<file path="src/rtl/meta_pkg.sv">
// Shared constants and types for the cache metadata array and its flush sequencer.
package meta_pkg;

  localparam int IDX_W     = 7;
  localparam int NUM_SETS  = 1 << IDX_W;
  localparam int TAG_W_DEF = 8;

  // Flush sequencer states: IDLE -> SWEEP -> DONE -> IDLE.
  typedef enum logic [1:0] {
    S_IDLE  = 2'd0,
    S_SWEEP = 2'd1,
    S_DONE  = 2'd2
  } sweep_state_e;

endpackage

</file>
<file path="src/rtl/meta_idx_dec.sv">
// 7-to-128 one-hot index decoder producing per-entry write wordlines.
module meta_idx_dec
  import meta_pkg::*;
(
  input  logic                en,
  input  logic [IDX_W-1:0]    idx,
  output logic [NUM_SETS-1:0] onehot
);

  // Raise exactly one wordline when enabled, none otherwise.
  always_comb begin
    // NOTE: default every combinational output first so no path leaves it unassigned (no latch).
    onehot = '0;
    if (en) onehot[idx] = 1'b1;
  end

endmodule

</file>
<file path="src/rtl/meta_sweep_fsm.sv">
// Flush sequencer: walks every set index once, one per cycle, then pulses flush_done.
module meta_sweep_fsm
  import meta_pkg::*;
(
  input  logic             clk,
  input  logic             rst_n,
  input  logic             flush_req,
  output logic             busy,
  output logic             flush_done,
  output logic             sweep_en,
  output logic [IDX_W-1:0] sweep_idx
);

  sweep_state_e     state_q;
  sweep_state_e     state_d;
  logic [IDX_W-1:0] ptr_q;

  // Next-state logic; flush_req is only honoured from IDLE, never queued.
  always_comb begin
    state_d = state_q;
    unique case (state_q)
      S_IDLE:  if (flush_req) state_d = S_SWEEP;
      S_SWEEP: if (ptr_q == IDX_W'(NUM_SETS - 1)) state_d = S_DONE;
      S_DONE:  state_d = S_IDLE;
      default: state_d = S_IDLE;
    endcase
  end

  // State, sweep pointer and registered status flags.
  always_ff @(posedge clk or negedge rst_n) begin
    if (!rst_n) begin
      // NOTE: sequential state uses non-blocking assignments so every register samples pre-edge values.
      state_q    <= S_IDLE;
      ptr_q      <= '0;
      busy       <= 1'b0;
      flush_done <= 1'b0;
    end else begin
      state_q    <= state_d;
      // Pointer rests at 0 while idle; increments through the sweep and wraps back to 0.
      if (state_q == S_SWEEP) ptr_q <= ptr_q + 1'b1;
      else                    ptr_q <= '0;
      busy       <= (state_d != S_IDLE);
      flush_done <= (state_d == S_DONE);
    end
  end

  assign sweep_en  = (state_q == S_SWEEP);
  assign sweep_idx = ptr_q;

endmodule

</file>
<file path="src/rtl/meta_array_ctrl.sv">
// 128-entry cache metadata array (valid + tag per set) with registered lookup and flush sweep.
module meta_array_ctrl
  import meta_pkg::*;
#(
  parameter int TAG_W = TAG_W_DEF
) (
  input  logic             clk,
  input  logic             rst_n,
  input  logic             flush_req,
  output logic             busy,
  output logic             flush_done,
  input  logic             rd_en,
  input  logic [IDX_W-1:0] rd_idx,
  input  logic [TAG_W-1:0] rd_cmp_tag,
  output logic             rd_ack,
  output logic             rd_valid,
  output logic [TAG_W-1:0] rd_tag,
  output logic             rd_hit,
  input  logic             wr_en,
  input  logic [IDX_W-1:0] wr_idx,
  input  logic [TAG_W-1:0] wr_tag,
  input  logic             wr_valid
);

  logic [NUM_SETS-1:0] valid_q;
  logic [TAG_W-1:0]    tag_q [NUM_SETS];

  logic                sweep_en;
  logic [IDX_W-1:0]    sweep_idx;
  logic                wr_go;
  logic                rd_go;
  logic [IDX_W-1:0]    dec_idx;
  logic                dec_en;
  logic [NUM_SETS-1:0] sel;
  logic                entry_valid;
  logic [TAG_W-1:0]    entry_tag;

  meta_sweep_fsm u_sweep (
    .clk        (clk),
    .rst_n      (rst_n),
    .flush_req  (flush_req),
    .busy       (busy),
    .flush_done (flush_done),
    .sweep_en   (sweep_en),
    .sweep_idx  (sweep_idx)
  );

  // Host accesses are accepted only while the sequencer is idle.
  assign wr_go = wr_en & ~busy;
  assign rd_go = rd_en & ~busy;

  // The single decoder serves both the host write port and the sweep pointer.
  assign dec_idx = sweep_en ? sweep_idx : wr_idx;
  assign dec_en  = sweep_en | wr_go;

  meta_idx_dec u_dec (
    .en     (dec_en),
    .idx    (dec_idx),
    .onehot (sel)
  );

  // Entry storage: sweep clears the valid bit only, a host write replaces valid and tag.
  always_ff @(posedge clk or negedge rst_n) begin
    if (!rst_n) begin
      // NOTE: this array is reset on purpose - reset must leave every valid bit and tag at zero.
      valid_q <= '0;
      for (int i = 0; i < NUM_SETS; i++) tag_q[i] <= '0;
    end else begin
      for (int i = 0; i < NUM_SETS; i++) begin
        if (sel[i]) begin
          if (sweep_en) begin
            valid_q[i] <= 1'b0;
          end else begin
            valid_q[i] <= wr_valid;
            tag_q[i]   <= wr_tag;
          end
        end
      end
    end
  end

  // Read mux observes pre-edge contents, so a same-cycle write is seen only by later reads.
  assign entry_valid = valid_q[rd_idx];
  assign entry_tag   = tag_q[rd_idx];

  // Registered lookup response; valid/tag hold when no lookup is accepted, hit drops.
  always_ff @(posedge clk or negedge rst_n) begin
    if (!rst_n) begin
      rd_ack   <= 1'b0;
      rd_valid <= 1'b0;
      rd_tag   <= '0;
      rd_hit   <= 1'b0;
    end else begin
      rd_ack <= rd_go;
      rd_hit <= rd_go & entry_valid & (entry_tag == rd_cmp_tag);
      if (rd_go) begin
        rd_valid <= entry_valid;
        rd_tag   <= entry_tag;
      end
    end
  end

endmodule

</file>
<file path="config.mk">
export PLATFORM = sky130hd
export DESIGN_NAME = meta_array_ctrl
export DESIGN_NICKNAME = d
export VERILOG_FILES = /design/src/rtl/meta_pkg.sv /design/src/rtl/meta_idx_dec.sv /design/src/rtl/meta_sweep_fsm.sv /design/src/rtl/meta_array_ctrl.sv
export SDC_FILE = /design/constraint.sdc
export NUM_CORES = 2
export LEC_CHECK = 0
export BUFFER_PORTS_ARGS = -buffer_cell sky130_fd_sc_hd__buf_2
export CAP_MARGIN = 10
export CORE_MARGIN = 2
export CORE_UTILIZATION = 64
export CTS_CLUSTER_DIAMETER = 120
export DETAILED_ROUTE_END_ITERATION = 8
export GPL_TIMING_DRIVEN = 0
export PLACE_DENSITY = 0.8
export SLEW_MARGIN = 20
export SYNTH_ARGS = -nofsm -noshare
export SYNTH_HDL_FRONTEND = slang
export SYNTH_SLANG_ARGS = --single-unit
</file>
<file path="constraint.sdc">
create_clock -name clk -period 3.89 [get_ports clk]
set_input_delay 0.1945 -clock clk [delete_from_list [all_inputs] [get_ports clk]]
set_output_delay 0.1945 -clock clk [all_outputs]
set_load 0.02 [all_outputs]
</file>
# [Yosys cells after proc, flatten, opt, wreduce, memory -nomap -nowiden]
# Cells that the tools add are included.
[op_classes] addsub=1 n_lt_le_gt_ge=4 eq_ne=4 n_mux=14 n_bitwise=8 reduce_logical=131
[op_table] operator="AND reduction 2 bit" count=128
[op_table] operator="2-to-1 mux 128 bit" count=1
[op_table] operator="binary-select mux 8 bit (select 7 bit)" count=1
[op_table] operator="less-than comparator 7 x 8 -> 1 bit (second input constant)" count=2
[op_table] operator="2-to-1 mux 8 bit" count=2
[op_table] operator="2-to-1 mux 7 bit" count=2
[op_table] operator="== test 8 bit" count=1
[op_table] operator="greater-or-equal comparator 8 bit (second input constant)" count=1
[op_table] operator="NOT 7 -> 8 bit" count=1
[op_table] operator="adder 7 x 1 -> 7 bit (second input constant)" count=1
[op_table] operator="binary-select mux 1 bit (select 7 bit)" count=1
[op_table] operator="demux 1 bit (select 7 bit)" count=1
[op_table] operator="== test 7 bit (second input constant)" count=1
[op_table] operator="greater-or-equal comparator 7 x 1 -> 1 bit (second input constant)" count=1
[op_table] operator="AND 1 bit" count=4
[op_table] operator="2-to-1 mux 2 bit" count=2
[op_table] operator="one-hot mux 2 bit (2 select lines)" count=1
[op_table] operator="2-to-1 mux 1 bit" count=3
[op_table] operator="== test 2 x 1 -> 1 bit (second input constant)" count=1
[op_table] operator="== test 2 bit (second input constant)" count=1
[op_table] operator="zero test 2 bit" count=1
[op_table] operator="NOT 1 bit" count=2
[op_table] operator="nonzero test 2 bit" count=1
[op_table] operator="logical AND 1 bit" count=1
[op_table] operator="OR 1 bit" count=1
[totals] register_bits=1174 in_bits=36 out_inout_bits=13 word_cells=426

# [Longest topological paths before layout]
[logic_depth] word_depth=8 ltp_mapped=14 depth_no_buf=8

# [Modules after synthesis]
# From an unflattened synthesis, not the netlist that was laid out.
[unflattened] cells_unflattened=3909 hier_area_um2=55700.9
[by_module_without_submodules] mod="meta_array_ctrl" n_inst=1 cells_per_inst=3687 area_each_um2=54407.2 seq_area_each_um2=29102.9
[by_module_without_submodules] mod="meta_idx_dec" n_inst=1 cells_per_inst=183 area_each_um2=850.8 seq_area_each_um2=0.0
[by_module_without_submodules] mod="meta_sweep_fsm" n_inst=1 cells_per_inst=39 area_each_um2=442.9 seq_area_each_um2=275.3

# [Worst setup path before layout]
# No wires, ideal clock.
[synth_path] path_type="reg2reg" startpoint="register u_sweep.state_q[1]" endpoint="register tag_q[128] (netlist name)" setup_time_ns=0.125 arrival_time_ns=2.563 t_required_ns=3.765 slack_ns=1.202 path_stages_with_launch=10 n_path_buf=4 synth_period_minus_slack_ns=2.688 cell_sequence="dfrtp_1 -> nand2b_1 -> clkbuf_1 -> buf_2 -> o21ai_1 -> clkbuf_1 -> nand4_1 -> clkbuf_1 -> nor2_1 -> mux2_2"
[synth_between] elab_chain_len=8 elab_cells_between_ends=11 cone_classes="order compare: 2; eq/ne: 1; mux: 4; bitwise: 2; reduce/logical: 2"
[synth_rtl] element="start: declaration" line="meta_sweep_fsm.sv:14" source="sweep_state_e state_q;"
[synth_rtl] element="start signal: assignment" line="meta_sweep_fsm.sv:38" source="state_q <= state_d;"
[synth_rtl] element="== test 2 x 1 -> 1 bit (*)" line="meta_sweep_fsm.sv:47" source="assign sweep_en = (state_q == S_SWEEP);"
[synth_rtl] element="2-to-1 mux 7 bit" line="meta_array_ctrl.sv:53" source="assign dec_idx = sweep_en ? sweep_idx : wr_idx;"
[synth_rtl] element="less-than comparator 7 x 8 -> 1 bit (implied by the code) / greater-or-equal comparator 7 x 1 -> 1 bit (equally long branches)" line="meta_idx_dec.sv:14" source="if (en) onehot[idx] = 1'b1;"
[synth_rtl] element="logical AND 1 bit (implied by the code)" line="meta_idx_dec.sv:14"
[synth_rtl] element="2-to-1 mux 1 bit (implied by the code)" line="meta_idx_dec.sv:14"
[synth_rtl] element="demux 1 bit (select 7 bit)"
[synth_rtl] element="2-to-1 mux 128 bit" line="meta_idx_dec.sv:14"
[synth_rtl] element="AND reduction 2 bit (no line) (*)"
[synth_rtl] element="end signal: indexed assignment" line="meta_array_ctrl.sv:75" source="tag_q[i] <= wr_tag;"
[synth_rtl] element="end: declaration" line="meta_array_ctrl.sv:26" source="logic [TAG_W-1:0] tag_q [NUM_SETS];"
# Every way passes the cells marked *; elsewhere a longest branch is shown, timed or not.
# A chain may end at the register's enable or synchronous reset.

# [Final worst setup path]
[layout_path] startpoint="input rd_idx[2]" endpoint="register rd_hit"
[layout_between] elab_chain_len=6 elab_cells_between_ends=9 cone_classes="eq/ne: 1; mux: 5; bitwise: 3"
[layout_rtl] element="start: declaration" line="meta_array_ctrl.sv:13" source="input logic [IDX_W-1:0] rd_idx,"
[layout_rtl] element="NOT 7 -> 8 bit (implied by the code)" line="meta_array_ctrl.sv:84" source="assign entry_tag = tag_q[rd_idx];"
[layout_rtl] element="binary-select mux 8 bit (select 7 bit)" line="meta_array_ctrl.sv:84"
[layout_rtl] element="2-to-1 mux 8 bit (implied by the code) (2 in series)" line="meta_array_ctrl.sv:84"
[layout_rtl] element="== test 8 bit" line="meta_array_ctrl.sv:95" source="rd_hit <= rd_go & entry_valid & (entry_tag == rd_cmp_tag);"
[layout_rtl] element="AND 1 bit (*)" line="meta_array_ctrl.sv:95"
[layout_rtl] element="end signal: assignment" line="meta_array_ctrl.sv:95"
[layout_rtl] element="end: declaration" line="meta_array_ctrl.sv:18" source="output logic rd_hit,"
# Every way passes the cells marked *; elsewhere a longest branch is shown, timed or not. The select of a mux whose other input is x is not followed.

==> flow_summary.json <==
{
  "status": "complete, but fails checks",
  "violations": "setup timing",
  "async_flop_share_pct": 100,
  "syn_area_um2": 54900,
  "wl_met1_mm": 73.2,
  "synth_cells": 3877,
  "worstHoldPathType": "in2reg",
  "synth_largest_area_cell": "dfrtp_1",
  "fill_cells": 5603,
  "post-route-util_pct": 72.0,
  "synth_common_cells": "dfrtp_1 (1174), mux2_2 (1049), mux4_2 (223)",
  "grt_overflow": 0,
  "wl_mm": 206,
  "setup_viol": 41,
  "slew_violations": 0,
  "setup_ws_ps": -201,
  "seq_area_um2": 29400,
  "cts-htree-levels": 3,
  "ant_nets": 0,
  "max_freq_ghz": 0.244,
  "hpwlAfterDp_mm": 141,
  "start_kind": "input pin",
  "num_vias": 39400,
  "met2WireLength_mm": 83.0,
  "skew_ps": 31.4,
  "synth_flop_cell": "dfrtp_1",
  "power_density_nw_per_um2": 454,
  "io_pins": 49,
  "drv_cap": 0,
  "holdWs_ps": 57.5,
  "path_clk_slew_ps": 60,
  "final_hold_viol_count": 0,
  "synth.net_count": 3914,
  "tightest_slew_ps": 1340,
  "layout-drive-gt1-share_pct": 42.0,
  "cts_buffers": 116,
  "ys_seq_area_share_pct": 53.5,
  "floorplan.initialDensity_pct": 64.5,
  "drt_iter0_drc": 5674,
  "die_w_um": 297,
  "cts.sink_count": 1174,
  "peakVddDrop_mv": 0.430,
  "synth-edff-count": 0,
  "vias_per_cell": 7.44,
  "crit_path_end_kind": "flip-flop",
  "num_rows": 107,
  "finalSetupTns_ps": -1660,
  "synth_cell_type_count": 77,
  "critPathKind": "in2reg",
  "leakage_nw": 28.8,
  "maxSlewHeadroom_pct": 9.85,
  "antenna_found_initial": 16,
  "grt_pass1_wl_mm": 290,
  "period_minus_slack_ps": 4090,
  "wire_per_inst_um": 38.8,
  "nets": 4089,
  "avgSynthCellArea_um2": 14.2,
  "synth.most_common_cell": "dfrtp_1",
  "dr_wl_met3_mm": 32.5,
  "dr.pass1.iters": 6,
  "synth-seq-cells": 1174,
  "ys_warn_count": 0,
  "rsz0062_at_grt": "yes",
  "cts-root-buf": "clkbuf_16",
  "coreArea_um2": 85100,
  "cts_tree": "done",
  "drc": 0,
  "port_buffers": 37,
  "clockBufferDepth": 3,
  "grt_use_total_pct": 46.8,
  "clk-insertion-delay-late_ps": 740,
  "grt_max_degree": 138,
  "cp_max_fo": 10,
  "synth_top_area_share_pct": 53.5,
  "timing.final.crit_share_pct": 105,
  "gp_congestion": 1.07,
  "syn_to_final_growth_pct": 11.7,
  "die-area_um2": 88100,
  "multi_input_comb_area_um2": 24400,
  "grt_pass1_vias": 39100,
  "critPathArrivalTime_ps": 4640,
  "required_ps": 4440,
  "top_layer": "met5",
  "die_h_um": 297,
  "synth.area.top_cells": "dfrtp_1 (54%), mux2_2 (22%), mux4_2 (9.1%), mux2i_1 (3.0%), o31ai_1 (1.7%)"
}
[per-layer routing]
layer,vias up,global-route usage [%]
li1,14900,-
met1,20500,60.4
met2,3192,62.3
met3,842,23.8
met4,14,30.1
met5,-,0.758
[sequential cells by signal (all words and copies together) (netlist names)]
name,count
tag_q,1024
valid_q,128
rd_tag,8
u_sweep.sweep_idx,7
u_sweep.state_q,2
rd_ack,1
rd_hit,1
rd_valid,1
u_sweep.busy,1
u_sweep.flush_done,1
[power breakdown]
part	switching [mW]	leakage, nW	internal [mW]	total, mW
Clock	4.98	1.90	6.62	11.6
Combinational	2.93	10.7	0.789	3.72
Sequential	0.133	16.2	12.4	12.5
Total	8.04	28.8	19.8	27.8
[critical path, stage by stage]
cell	delay [ps]
buf_2	200
buf_2	390
clkbuf_1	910
nand2b_1	560
a211oi_1	200
o41ai_1	750
a21boi_0	450
xnor2_1	180
nand3_1	150
a2111oi_4	630
[path summary, 6_finish.rpt]
path / endpoint / cells after the start / slack, ps / from
max: rd_hit / 10 / -200 / rd_idx[2]
min: rd_hit / 4 / 60 / rd_cmp_tag[0]
max reg2reg: tag_q[350] / 10 / -70 / u_sweep.state_q[1]
min reg2reg: rd_valid / 2 / 470 / rd_valid
max in group asynchronous: tag_q[920] / 6 / 1430 / rst_n
min in group asynchronous: tag_q[409] / 3 / 130 / rst_n
[layout by cell type, fill, tap and decap left out, types with 15 or more instances in the layout]
cell type,instances
nand2_1,143
o31ai_1,123
nand2b_1,16
a22oi_1,21
clkbuf_2,24
clkbuf_1,218
mux2i_1,161
clkinv_2,21
a221oi_1,15
a21oi_1,21
nor2_2,26
mux4_2,223
buf_4,29
buf_6,30
nor2_1,63
nand2_2,32
clkbuf_16,118
o21ai_0,141
o22ai_1,42
mux2_2,1049
dfrtp_1,1174
nor2_4,33
nand3_1,30
clkbuf_8,24
buf_2,65
nor3_1,19
[area by class of cell]
class                           instances  share of cell area [%]
Timing Repair Buffer                   62                   0.963
Tap cell                             1144                    2.33
Clock inverter                         38                   0.767
Sequential cell                      1174                    47.9
Clock buffer                          174                    5.55
Multi-Input combinational cell       2377                    39.8
Antenna cell                           11                  0.0449
Inverter                               16                   0.102
Buffer                                305                    2.57
[logic make-up (layout without fill, tap and decap cells)]
| family | count (synthesis) | in the layout | synth area share [%] |
|---|---|---|---|
| AO/OA/AOI/OAI | 487 | 487 | 6.05 |
| adder cells (fa/ha/maj) | 1 | 1 | 0.0228 |
| XOR/XNOR | 11 | 11 | 0.175 |
| flip-flops | 1174 | 1174 | 53.5 |
| multiplexers | 1437 | 1437 | 33.7 |
| buffers and inverters | 326 | 595 | 2.90 |
| AND/OR/NAND/NOR | 441 | 441 | 3.64 |
| other | 0 | 11 | 0 |
[what timing repair did]
action	CTS	global route
endpoints found under the hold margin	129	0
hold buffers	3	0
buffers inserted	0	10
gates resized for setup	80	89
setup endpoints to repair	673	653
pin swaps	0	10
[stage by stage]
stage / cell area, µm² / std cells / total power, mW / setup WS, ps
4_1_cts: 60900 / 5282 / 27.4 / -261
2_1_floorplan: 54900 / 3877 / 14.3 / 1200
3_5_place_dp: 56800 / 5069 / 16.1 / -1470
3_3_place_gp: 56500 / 5058 / 16.0 / -22850
5_1_grt: 61300 / 5292 / 28.3 / -74.1
6_report: 61300 / 5301 / 27.8 / -201
(Power assumes the default switching activity.)
